==> src/rtl/demux_dispatcher.sv <==
// Dispatch controller for a 1-to-4 demux: captures one word at a time, offers it to a
// round-robin or requester-chosen channel, and drops it if the channel stays stuck.
module demux_dispatcher #(
    parameter int WIDTH   = 8,
    parameter int TIMEOUT = 16
) (
    input  logic             clk,
    input  logic             rst_n,
    input  logic             in_valid,
    output logic             in_ready,
    input  logic [WIDTH-1:0] in_data,
    input  logic             mode,
    input  logic [1:0]       in_dest,
    output logic [1:0]       s,
    output logic [WIDTH-1:0] out_data,
    output logic [3:0]       out_valid,
    input  logic [3:0]       out_ready,
    output logic [7:0]       cnt0,
    output logic [7:0]       cnt1,
    output logic [7:0]       cnt2,
    output logic [7:0]       cnt3,
    output logic             drop_err,
    output logic [7:0]       drop_cnt,
    output logic             dbg_state
);

    // Handshakes: a word moves on a channel only on a rising edge where valid and ready are both high.
    localparam int WW = (TIMEOUT > 1) ? $clog2(TIMEOUT) : 1;
    localparam logic [WW-1:0] WAIT_LAST = WW'((TIMEOUT > 0) ? TIMEOUT - 1 : 0);

    typedef enum logic {
        ST_IDLE = 1'b0,
        ST_HOLD = 1'b1
    } state_t;

    state_t           r_state;
    state_t           w_state_nxt;
    logic [1:0]       r_s;
    logic [1:0]       r_last;
    logic [WIDTH-1:0] r_data;
    logic [3:0]       r_valid;
    logic [WW-1:0]    r_wait;
    logic [7:0]       r_cnt [4];
    logic             r_drop_err;
    logic [7:0]       r_drop_cnt;

    logic             w_capture;
    logic             w_deliver;
    logic             w_timeout;
    logic [1:0]       w_rr_sel;
    logic [1:0]       w_sel;

    assign w_capture = (r_state == ST_IDLE) && in_valid;
    assign w_deliver = (r_state == ST_HOLD) && out_ready[r_s];
    assign w_timeout = (r_state == ST_HOLD) && !out_ready[r_s] && (TIMEOUT != 0)
                       && (r_wait == WAIT_LAST);

    // Scan from the farthest candidate down so the nearest ready channel after r_last wins.
    always_comb begin : rr_search
        logic [1:0] cand;
        w_rr_sel = r_last + 2'd1;
        cand     = 2'd0;
        for (int k = 4; k >= 1; k--) begin
            cand = r_last + 2'(k);
            if (out_ready[cand]) begin
                w_rr_sel = cand;
            end
        end
    end

    assign w_sel = mode ? in_dest : w_rr_sel;

    always_ff @(posedge clk or negedge rst_n) begin
        if (!rst_n) begin
            r_state <= ST_IDLE;
        end else begin
            r_state <= w_state_nxt;
        end
    end

    always_comb begin
        w_state_nxt = r_state;
        case (r_state)
            ST_IDLE: if (w_capture) w_state_nxt = ST_HOLD;
            ST_HOLD: if (w_deliver || w_timeout) w_state_nxt = ST_IDLE;
            default: w_state_nxt = ST_IDLE;
        endcase
    end

    always_ff @(posedge clk or negedge rst_n) begin
        if (!rst_n) begin
            r_s        <= 2'd0;
            r_last     <= 2'b11;
            r_data     <= '0;
            r_valid    <= 4'b0000;
            r_wait     <= '0;
            r_drop_err <= 1'b0;
            r_drop_cnt <= 8'd0;
            for (int i = 0; i < 4; i++) begin
                r_cnt[i] <= 8'd0;
            end
        end else begin
            r_drop_err <= w_timeout;
            if (w_capture) begin
                r_data  <= in_data;
                r_s     <= w_sel;
                r_valid <= 4'b0001 << w_sel;
                r_wait  <= '0;
            end else if (r_state == ST_HOLD) begin
                // Delivery is checked first, so a late out_ready on the final wait cycle still wins.
                if (w_deliver) begin
                    r_valid    <= 4'b0000;
                    r_cnt[r_s] <= r_cnt[r_s] + 8'd1;
                    r_last     <= r_s;
                end else if (w_timeout) begin
                    r_valid    <= 4'b0000;
                    r_drop_cnt <= r_drop_cnt + 8'd1;
                    r_last     <= r_s;
                end else begin
                    r_wait <= r_wait + 1'b1;
                end
            end
        end
    end

    assign in_ready  = rst_n && (r_state == ST_IDLE);
    assign s         = r_s;
    assign out_data  = r_data;
    assign out_valid = r_valid;
    assign cnt0      = r_cnt[0];
    assign cnt1      = r_cnt[1];
    assign cnt2      = r_cnt[2];
    assign cnt3      = r_cnt[3];
    assign drop_err  = r_drop_err;
    assign drop_cnt  = r_drop_cnt;
    assign dbg_state = r_state;

endmodule

==> config.mk <==
export PLATFORM = sky130hd
export DESIGN_NAME = demux_dispatcher
export DESIGN_NICKNAME = d
export VERILOG_FILES = /design/src/rtl/demux_dispatcher.sv
export SDC_FILE = /design/constraint.sdc
export NUM_CORES = 1
export LEC_CHECK = 0
export CAP_MARGIN = 20
export CORE_AREA = 2 2 80 82
export CTS_BUF_LIST = sky130_fd_sc_hd__clkbuf_8 sky130_fd_sc_hd__clkbuf_16
export CTS_CLUSTER_DIAMETER = 60
export DETAILED_ROUTE_END_ITERATION = 16
export DIE_AREA = 0 0 82 84
export PLACE_DENSITY = 0.78
export SYNTH_ARGS = -nofsm -noshare
export SYNTH_HDL_FRONTEND = slang
export SYNTH_SLANG_ARGS = --single-unit
==> constraint.sdc <==
create_clock -name clk -period 2.5 [get_ports clk]
set_input_delay 0.5 -clock clk [delete_from_list [all_inputs] [get_ports clk]]
set_output_delay 0.5 -clock clk [all_outputs]
set_load 0.01 [all_outputs]
After elaboration in Yosys (flattened, before gate mapping)
Index checks and enable logic that the tools add are counted.
{"block": "totals", "ff_bits": 62, "latch_bits": 0, "ram_bits": 0, "romBits": 0, "out_inout_bits": 57, "mem_count": 0}
{"block": "classes", "n_addsub": 6, "multipliers": 0, "n_div": 0, "magnitude_cmp": 7, "eq_ne": 3, "shifts": 1, "mux": 34, "bitwise_logic": 4, "reduce_logical": 16}
{"op": "bitwise mux 32 bit", "count": 1}
{"op": "two-way mux 4 bit", "count": 8}
{"op": "two-way mux 8 bit", "count": 3}
{"op": "adder 8 x 1 -> 8 bit (second input constant)", "count": 2}
{"op": "binary-select mux 8 bit (select 2 bit)", "count": 1}
{"op": "demux 8 bit (select 2 bit)", "count": 1}
{"op": "less-than comparator 2 x 3 -> 1 bit (second input constant)", "count": 5}
{"op": "two-way mux 2 bit", "count": 7}
{"op": "binary-select mux 1 bit (select 2 bit)", "count": 5}
{"op": "AND reduction 3 bit", "count": 3}
{"op": "two-way mux 1 bit", "count": 7}
{"op": "logical AND 1 bit", "count": 6}
{"op": "adder 2 bit (second input constant)", "count": 2}
{"op": "adder 4 x 1 -> 4 bit (second input constant)", "count": 1}
{"op": "equality test 4 bit (second input constant)", "count": 1}
{"op": "!= test 2 bit (second input constant)", "count": 2}
{"op": "AND reduction 4 bit", "count": 1}
{"op": "nonzero test 2 bit", "count": 2}
{"op": "left shift 1 x 2 -> 4 bit (first input constant)", "count": 1}
{"op": ">= comparator 3 bit (second input constant)", "count": 1}
{"op": "less-than comparator 3 x 1 -> 1 bit (second input constant)", "count": 1}
{"op": "inverter 1 bit", "count": 3}
{"op": "inverter 2 -> 3 bit", "count": 1}
{"op": "nonzero test 3 bit", "count": 1}
{"op": "5 further kinds", "count": 5}

Depth between registers and ports, before layout
Gate-level depths: netlist of run 1.
{"block": "logic_depth", "ltp_word": 9, "mapped_depth": 8, "ltp_nobuf": 8}

Worst setup path before layout of run 1
OpenSTA, ideal clock, no wires.
{"block": "synth_path", "path_kind": "register -> register", "from": "register r_s[0] (netlist: s[0])", "to": "register r_cnt (netlist bit cnt1[6])", "arrival_ns": 1.895, "t_required_ns": 2.367, "slack_ns": 0.472, "stages_incl_launch_ff": 9, "path_buffers": 2, "synth_period_minus_slack_ns": 2.028, "path_cell_list": "dfrtp_1 -> buf_6 -> buf_4 -> mux4_2 -> ha_1 -> nand2_1 -> nor2_1 -> xnor2_1 -> o21ai_0"}
{"block": "synth_via", "elab_chain_len": 6, "word_cells_on_any_way": 15}
{"element": "start, declared", "line_no": "38", "rtl": "logic [1:0] r_s;"}
{"element": "start signal, assigned", "line_no": "106", "rtl": "r_s <= w_sel;"}
{"element": "inverter 2 -> 3 bit (implied by the code)", "line_no": "113", "rtl": "r_cnt[r_s] <= r_cnt[r_s] + 8'd1;"}
{"element": "binary-select mux 8 bit (select 2 bit), or another cell as far along", "line_no": "113"}
{"element": "two-way mux 8 bit (implied by the code) / logical AND 1 bit (equally long branches)", "line_no": "113"}
{"element": "two-way mux 8 bit (implied by the code)", "line_no": "113"}
{"element": "adder 8 x 1 -> 8 bit / demux 8 bit (select 2 bit) (equally long branches)", "line_no": "113"}
{"element": "bitwise mux 32 bit", "line_no": "113"}
{"element": "end signal, assigned by index", "line_no": "113"}
{"element": "end, declared", "line_no": "43", "rtl": "logic [7:0] r_cnt [4];"}
Parallel ways exist; a longest one is shown, timed or not. The select of a mux whose other input is x is not followed.
A chain may end at the register's enable or synchronous reset.

Worst setup path in the final report of run 1
{"block": "layout_path", "from": "register r_s[1] (netlist: s[1])", "to": "output port s[1]"}
{"element": "end, declared", "line_no": "14", "rtl": "output logic [1:0] s,"}
No word-level cell between the ends.

==> summary.txt, run 1 <==
Status -> complete, no violations
Endpoints failing setup -> 0
Worst skew pair latency -> 0.34 ns
Power per cell area -> 1340 nW/um^2
CTS resizes -> 0
Period minus WS final -> 2.16 ns
First drt pass iteration count -> 4
H-tree depth -> 3
Worst-path maximum fanout -> 11
CTS tree -> built
Row count -> 29
Async set-reset flop share out of synthesis -> 100%
Post-synthesis simple-gate area fraction -> 15.9%
Clock Skew -> 0.0106 ns
DP HPWL -> 4660 um
Fill cells -> 501
Vias per inst -> 5.32
Number of nets in the layout -> 370
Crit share post-route -> 86.3%
Comb pwr share -> 45.5%
CTS clk-pin slew, worst paths -> 0.07 ns
Die Span X -> 82 um
Power Internal -> 3.50 mW
Post-synthesis mux area share -> 9.91%
Setup crit end kind -> output port
Critical path required time -> 2.00 ns
CP max stage delay -> 0.68 ns
Final Hold Vio Count -> 0
Setup_tns -> 0 ns
Bufs on Longest Clock Path -> 2
CP bufs+invs -> 1
Setup bufs post-CTS -> 0
Post-CTS Hold Buffers -> 0
EDFF count, synth -> 0
Synth Area in XOR/XNOR -> 4.62%
Post-synthesis sequential area ratio -> 54.7%
RSZ-0062 raised after global routing -> false
Core area -> 6100 um^2
Critical Path AT -> 1.66 ns
GRT Util Overall -> 20.5%
Initial antenna violation count -> 0
Largest family of logic cells by synthesized area -> simple AND/OR/NAND/NOR gates
Slew Viols, Final -> 0
Vias in the first global route -> 2238
Leakage -> 1.75 nW
P_sw -> 1.89 mW
Critical path cell sequence -> clkdlybuf4s50_1
Count of unique library cells instantiated by Yosys -> 37
Non-filler cells, final -> 431
Worst setup path class -> reg2out
Number of remaining DRC errors -> 0
Synth Area in Compound Gates -> 10.8%
Switching Share -> 35.1%
Diodes inserted -> 0
Buffers added on ports -> 74
RePlAce Congestion -> 0.793
Die Area -> 6890 um^2
Root Driver -> clkbuf_8
WL final -> 6440 um
Avg WL per Cell -> 14.9 um
CTS Buf Count -> 9
Post-synth top flop -> dfrtp_1
Cells after Synth -> 260
Inst Count DP -> 415
Via count -> 2293
Mapped Nets -> 281
Die H -> 84 um
Layout area overhead -> 41.1%
Gr ovfl total -> 0
Slew @ Worst Pin -> 0.758 ns
Effective utilization at floorplan -> 46.6%
First-pass GRT wire length -> 10600 um
DR iter-0 viols -> 139
Share of cells above drive strength 1 -> 15.8%
Largest net degree at the start of global routing -> 63
Antenna Nets Post-Route -> 0
Crit path launch type -> flip-flop
Synthesized area per cell -> 10.9 um^2
Mapped Area -> 2840 um^2
Crit path max-delay family -> flip-flops
#FFs+latches synth -> 62
Area share of fa/ha/maj cells after synthesis -> 1.32%
Finished Core Util -> 65.8%
HP Class -> in2async
Clock sink count -> 62
Clock power frac -> 21.8%
Crit path max-delay cell type -> dfrtp_1
Fmax -> 463 MHz
Seq pwr share -> 32.7%
Synth warn -> 0
Relative slew slack -> 49.5%
Maximum vdd drop -> 618 uV
Max-cap violations -> 0
WHS -> 0.341 ns
IO Count -> 75
==> cell families after synthesis <==
| kind of cell | after synthesis |
|---|---|
| XOR/XNOR | 15 |
| flip-flops | 62 |
| adder cells (fa/ha/maj) | 3 |
| buffers and inverters | 16 |
| multiplexers | 16 |
| AND/OR/NAND/NOR | 99 |
| AO/OA/AOI/OAI | 49 |
==> placed cells by master, fill, tap and decap left out, types with 5 or more instances in the layout <==
cell type        count
dfrtp_1             60
mux2_2               7
nor2b_1              5
nand3_1              7
buf_4               17
xor2_1               6
nor2_1              14
mux4_2               9
nand2_1             53
o21ai_0             26
clkbuf_8             9
xnor2_1              9
nand4_1              5
clkdlybuf4s50_1     73
a21oi_1              7
==> synthesized netlist by cell type (2+ instances only) <==
cell      instances  area (um^2)
dfrtp_1          60         1500
nand2_1          53          199
o21ai_0          26          130
nor2_1           14         52.6
clkbuf_1          9         33.8
mux4_2            9          203
xnor2_1           9         78.8
a21oi_1           7         35.0
mux2_2            7         78.8
nand3_1           7         35.0
xor2_1            6         52.6
nand4_1           5         31.3
nor2b_1           5         31.3
nand2b_1          4         25.0
a21o_1            3         22.5
a32o_1            3         30.0
ha_1              3         37.5
nor3_1            3         15.0
and2_1            2         12.5
and4_1            2         17.5
buf_4             2         15.0
dfstp_2           2         52.6
inv_1             2         7.51
nand4b_1          2         17.5
o211ai_1          2         15.0
o31ai_1           2         15.0
==> layout make-up <==
type | instances | area (um^2) | share of cell area, %
timing repair buffer | 91 | 863 | 21.5
clock inverter | 7 | 144 | 3.59
clock buffer | 9 | 124 | 3.09
sequential | 62 | 1550 | 38.8
inverter | 3 | 11.3 | 0.281
tap | 77 | 96.3 | 2.40
multi-input combinational | 182 | 1220 | 30.4
==> worst paths after layout <==
path / start / to / slack [ns] / cells after the start
setup / recovery: s[1] / s[1] / 0.34 / 1
hold / removal: rst_n / cnt2[1] / 0.34 / 2
setup reg to reg: s[1] / cnt3[6] / 0.44 / 6
hold reg to reg: drop_cnt[7] / drop_cnt[7] / 0.48 / 1
max in group asynchronous: rst_n / s[0] / 1.67 / 2
min in group clk: drop_cnt[7] / drop_cnt[7] / 0.48 / 1
==> per-stage QoR <==
step / total power, mW / area (um^2) / setup slack [ns]
final: 5.39 / 4010 / 0.342
after detailed placement: 4.25 / 3740 / 0.155
after CTS: 5.44 / 4010 / 0.335
after floorplan: 3.07 / 2840 / 0.472
after global placement: 4.17 / 3740 / 0.255
after global routing: 5.75 / 4010 / 0.296
==> power groups by stage <==
stage,Clock [mW],Sequential [mW],Combinational (mW)
final,1.18,1.76,2.45
after global routing,1.24,1.82,2.68
after CTS,1.19,1.77,2.48
after detailed placement,0,1.79,2.46
after global placement,0,1.76,2.41
after floorplan,0,1.87,1.20
==> flip-flops by register name, summed over array words and instances, names as in the netlist <==
| name | count |
|---|---|
| cnt0 | 8 |
| cnt1 | 8 |
| cnt2 | 8 |
| cnt3 | 8 |
| drop_cnt | 8 |
| out_data | 8 |
| out_valid | 4 |
| r_wait | 4 |
| r_last | 2 |
| s | 2 |
| dbg_state | 1 |
| drop_err | 1 |
==> per-layer routing <==
| metal | share of wire, % | global-route usage [%] | wire, um | vias to the layer above |
|---|---|---|---|---|
| met2 | 50 | 31.8 | 3190 | 78 |
| met4 | 1.6 | 7.88 | 106 | 0 |
| met1 | 44 | 27.9 | 2810 | 1115 |
| li1 | - | - | - | 1092 |
| met3 | 5.1 | 4.65 | 331 | 8 |
| met5 | 0 | 0 | 0 | - |
Power figures use the tool's default switching activity.
==> run 2: changes to the inputs <==
Settings changed: GPL_ROUTABILITY_DRIVEN from default to 0, HOLD_SLACK_MARGIN from default to 0.1, PLACE_DENSITY 0.78 to default, PLACE_DENSITY_LB_ADDON from default to 0.1.
==> run 2 against run 1 <==
Core utilization shrank 1.4 points. Cell area shrank 2.1%. Hold slack gained 0.063 ns. Die area is the same. Largest power group unchanged. Sequential cell count is the same. Non-clock buffer count shrank 2. First-iteration DRC count shrank 2.9%. Via count shrank 2.6%. Critical path depth grew 5. Maximum frequency shrank 1.0%.
==> summary.txt, run 2 (synthesis results as in run 1) <==
Fill cells -> 516
First drt pass iteration count -> 4
Period minus WS final -> 2.18 ns
Core area -> 6100 um^2
Crit path max-delay cell type -> dfrtp_1
Worst-path maximum fanout -> 7
Via count -> 2234
Fmax -> 459 MHz
Worst skew pair latency -> 0.33 ns
Root Driver -> clkbuf_8
Slew @ Worst Pin -> 0.774 ns
Crit path max-delay family -> flip-flops
Worst setup path class -> reg2reg
Avg WL per Cell -> 15.0 um
WL final -> 6450 um
Row count -> 29
Commonest cells after routing, fill and taps aside -> 73 x clkdlybuf4s50_1, 60 x dfrtp_1, 53 x nand2_1
CP max stage delay -> 0.58 ns
Setup crit end kind -> flip-flop
P_sw -> 1.85 mW
CTS Buf Count -> 9
Final Hold Vio Count -> 0
Layout area overhead -> 38.2%
Die Span X -> 82 um
Power per cell area -> 1290 nW/um^2
Most common library cell in the layout ignoring fill and taps -> clkdlybuf4s50_1
Leakage -> 1.73 nW
Largest net degree at the start of global routing -> 63
Power Internal -> 3.21 mW
Share of cells above drive strength 1 -> 15.1%
Number of remaining DRC errors -> 0
DR iter-0 viols -> 135
CTS tree -> built
Worst slack at placement -> 0.176 ns
Comb pwr share -> 47.0%
HP Class -> in2async
Clock Skew -> 0.00520 ns
CP bufs+invs -> 1
DP HPWL -> 4640 um
Crit path launch type -> flip-flop
Critical Path AT -> 2.38 ns
Die Area -> 6890 um^2
Maximum vdd drop -> 722 uV
H-tree depth -> 3
IO Count -> 75
Status -> complete, no violations
Seq pwr share -> 35.4%
Critical path required time -> 2.70 ns
Critical path cell sequence -> buf_4 > mux4_2 > nand3_1 > nor3_1 > xnor2_1 > o21ai_0
Gr ovfl total -> 0
Effective utilization at floorplan -> 46.6%
CTS clk-pin slew, worst paths -> 0.07 ns
Relative slew slack -> 48.4%
Clock power frac -> 17.6%
Die H -> 84 um
Number of nets in the layout -> 368
Endpoints failing setup -> 0
Clock sink count -> 62
Switching Share -> 36.5%
Max-cap violations -> 0
Initial antenna violation count -> 0
Final WS setup -> 0.320 ns
Setup bufs post-CTS -> 0
Antenna Nets Post-Route -> 0
GRT Util Overall -> 20.7%
Setup_tns -> 0 ns
Crit share post-route -> 87.2%
Buffers added on ports -> 74
Bufs on Longest Clock Path -> 2
Vias per inst -> 5.21
Diodes inserted -> 0
Post-CTS Hold Buffers -> 0
CTS resizes -> 0
Slew Viols, Final -> 0
First-pass GRT wire length -> 10900 um
Overall power -> 5.07 mW
Vias in the first global route -> 2229
RSZ-0062 raised after global routing -> false
## run 2: worst paths after layout
check | start | to | slack, ns | cells after the start
hold / removal | rst_n | cnt1[5] | 0.40 | 2
min in group clk | out_data[5] | out_data[5] | 0.49 | 2
max in group asynchronous | rst_n | r_wait[1] | 1.59 | 2
setup / recovery | s[0] | cnt1[7] | 0.32 | 6
hold reg to reg | out_data[5] | out_data[5] | 0.49 | 2
setup reg to reg | s[0] | cnt1[7] | 0.32 | 6
## run 2: power groups by stage
stage               Combinational [mW]  Sequential, mW  Clock, mW
global route                      2.64            1.85      0.949
CTS                               2.40            1.80      0.899
floorplan                         1.20            1.87          0
detailed placement                2.40            1.81          0
finish                            2.38            1.79      0.891
global placement                  2.36            1.80          0
## run 2: area by class of cell
type                            instances  area [um^2]  area share, %
Clock inverter                          5         48.8           1.24
Inverter                                3         11.3          0.287
Sequential cell                        62         1550           39.6
Timing Repair Buffer                   89          848           21.6
Tap cell                               77         96.3           2.45
Multi-Input combinational cell        182         1220           31.0
Clock buffer                           11          151           3.85
## run 2: per-layer routing
layer	vias up	routed length, um	track usage, %	part of all wire (%)
li1	1082	-	-	-
met1	1078	3010	29.2	47
met2	66	3050	31.3	47
met3	8	318	5.74	4.9
met4	0	76	6.06	1.2
met5	-	0	0	0
## run 2: stage by stage
step / cells / utilization [%] / instance area, um^2 / hold slack, ns
after global placement: 413 / 61.1 / 3730 / 0.458
final: 429 / 64.4 / 3930 / 0.404
after CTS: 429 / 64.4 / 3930 / 0.450
after detailed placement: 413 / 61.1 / 3730 / 0.470
after global routing: 429 / 64.4 / 3930 / 0.474
after floorplan: 260 / - / 2840 / 0.204
## run 2: worst register-to-register path: stages, from the launching register on
cell and delay (ns):
dfrtp_1 0.58, buf_4 0.24, mux4_2 0.56, nand3_1 0.15, nor3_1 0.09, xnor2_1 0.30, o21ai_0 0.15
==> run 3: changes to the inputs <==
Settings changed: CORE_AREA 2 2 80 82 to 2 2 85 78, DIE_AREA 0 0 82 84 to 0 0 87 80.
==> run 3 against run 2 <==
Count of clock-buffer cells in the layout down 1. Die area rose by 1.0%. Final cell count fell by 1.2%. Critical path depth fell by 4. Combinational power is essentially flat. Via count shrank 3.3%. Total power is 3.2% lower. Sequential cell count is the same. Critical path type is now reg2out. Critical endpoint is now s[0]. Largest power group unchanged.
==> summary.txt, run 3 (synthesis results as in run 1) <==
Maximum vdd drop -> 648 uV
Commonest cells after routing, fill and taps aside -> 73 x clkdlybuf4s50_1, 59 x dfrtp_1, 53 x nand2_1
Slew Viols, Final -> 0
Max-cap violations -> 0
HP Class -> in2async
Vias in the first global route -> 2178
Row count -> 27
Crit path launch type -> flip-flop
Clock Skew -> 0.00730 ns
Fill cells -> 494
RSZ-0062 raised after global routing -> false
Setup crit end kind -> output port
Leakage -> 1.71 nW
Crit path max-delay family -> buffers and inverters
Number of remaining DRC errors -> 0
Worst slack at placement -> 0.210 ns
Setup bufs post-CTS -> 0
Fmax -> 457 MHz
Finished Core Util -> 64.4%
Worst setup path class -> reg2out
H-tree depth -> 3
Final WS setup -> 0.313 ns
Number of nets in the layout -> 370
Endpoints failing setup -> 0
Most common library cell in the layout ignoring fill and taps -> clkdlybuf4s50_1
Slew @ Worst Pin -> 0.761 ns
Avg WL per Cell -> 15.0 um
WL final -> 6350 um
DP HPWL -> 4440 um
Largest net degree at the start of global routing -> 63
CTS tree -> built
IO Count -> 75
Crit path max-delay cell type -> clkdlybuf4s50_1
Status -> complete, no violations
Vias per inst -> 5.09
Critical path cell sequence -> buf_4 > clkdlybuf4s50_1
Effective utilization at floorplan -> 47.0%
Gr ovfl total -> 0
Met1 Use GR -> 28.8%
Final Hold Vio Count -> 0
Critical path required time -> 2.00 ns
Via count -> 2160
CP max stage delay -> 0.56 ns
Diodes inserted -> 0
Die Area -> 6960 um^2
Core area -> 6050 um^2
First drt pass iteration count -> 4
Root Driver -> clkbuf_8
Power per cell area -> 1260 nW/um^2
CTS clk-pin slew, worst paths -> 0.07 ns
Period minus WS final -> 2.19 ns
DR iter-0 viols -> 129
Relative slew slack -> 49.3%
Layout area overhead -> 37.0%
Global route hottest layer -> met1
Die H -> 80 um
Setup_tns -> 0 ns
Worst skew pair latency -> 0.34 ns
Met2 usage -> 28.3%
Bufs on Longest Clock Path -> 2
Antenna Nets Post-Route -> 0
CP bufs+invs -> 2
Overall power -> 4.90 mW
First-pass GRT wire length -> 10700 um
Clock sink count -> 62
Worst-path maximum fanout -> 10
Inst Count DP -> 410
Share of cells above drive strength 1 -> 15.1%
GRT Util Overall -> 20.6%
Buffers added on ports -> 74
Met3 Track Usage GR -> 8.58%
Die Span X -> 87 um
CTS Buf Count -> 9
Non-filler cells, final -> 424
Crit share post-route -> 87.5%
Critical Path AT -> 1.69 ns
Initial antenna violation count -> 0
==> run 3: per-layer routing <==
| layer | share of wire, % | vias to the layer above | wire, um |
|---|---|---|---|
| met5 | 0 | - | 0 |
| met4 | 1.9 | 0 | 123 |
| met3 | 6.4 | 8 | 405 |
| met2 | 43 | 63 | 2700 |
| met1 | 49 | 1001 | 3120 |
| li1 | - | 1088 | - |
==> run 3: path summary, 6_finish.rpt <==
kind                               endpoint  slack, ns         from  depth (start not counted)
worst max-delay path                   s[0]       0.31         s[0]                          2
worst min-delay path                cnt1[4]       0.39        rst_n                          2
worst min register to register  drop_cnt[7]       0.48  drop_cnt[7]                          1
min in group clk                drop_cnt[7]       0.48  drop_cnt[7]                          1
max in group asynchronous              s[0]       1.58        rst_n                          2
worst max register to register      cnt1[6]       0.37         s[0]                          6
==> run 3: where the power goes <==
part / leakage [nW] / internal, mW / total, mW / switching [mW]
logic: 0.839 / 1.29 / 2.36 / 1.07
registers: 0.785 / 1.42 / 1.81 / 0.385
clock network: 0.0904 / 0.365 / 0.737 / 0.372
==> run 3: what timing repair did <==
action / in CTS / in global routing
hold buffers: 0 / 0
resized for setup: 0 / 1
setup endpoints to repair: 0 / 1
==> run 3: area by class of cell <==
type	instances	area [um^2]	area share, %
Tap cell	72	90.1	2.31
Sequential cell	62	1560	40.0
Multi-Input combinational cell	182	1220	31.3
Inverter	3	11.3	0.289
Timing Repair Buffer	91	863	22.2
Clock inverter	4	17.5	0.450
Clock buffer	10	138	3.54
==> run 3: per-stage QoR <==
step,hold WS (ns),area (um^2)
finish,0.392,3890
global route,0.455,3890
CTS,0.411,3890
detailed placement,0.463,3740
global placement,0.457,3740
floorplan,0.204,2840
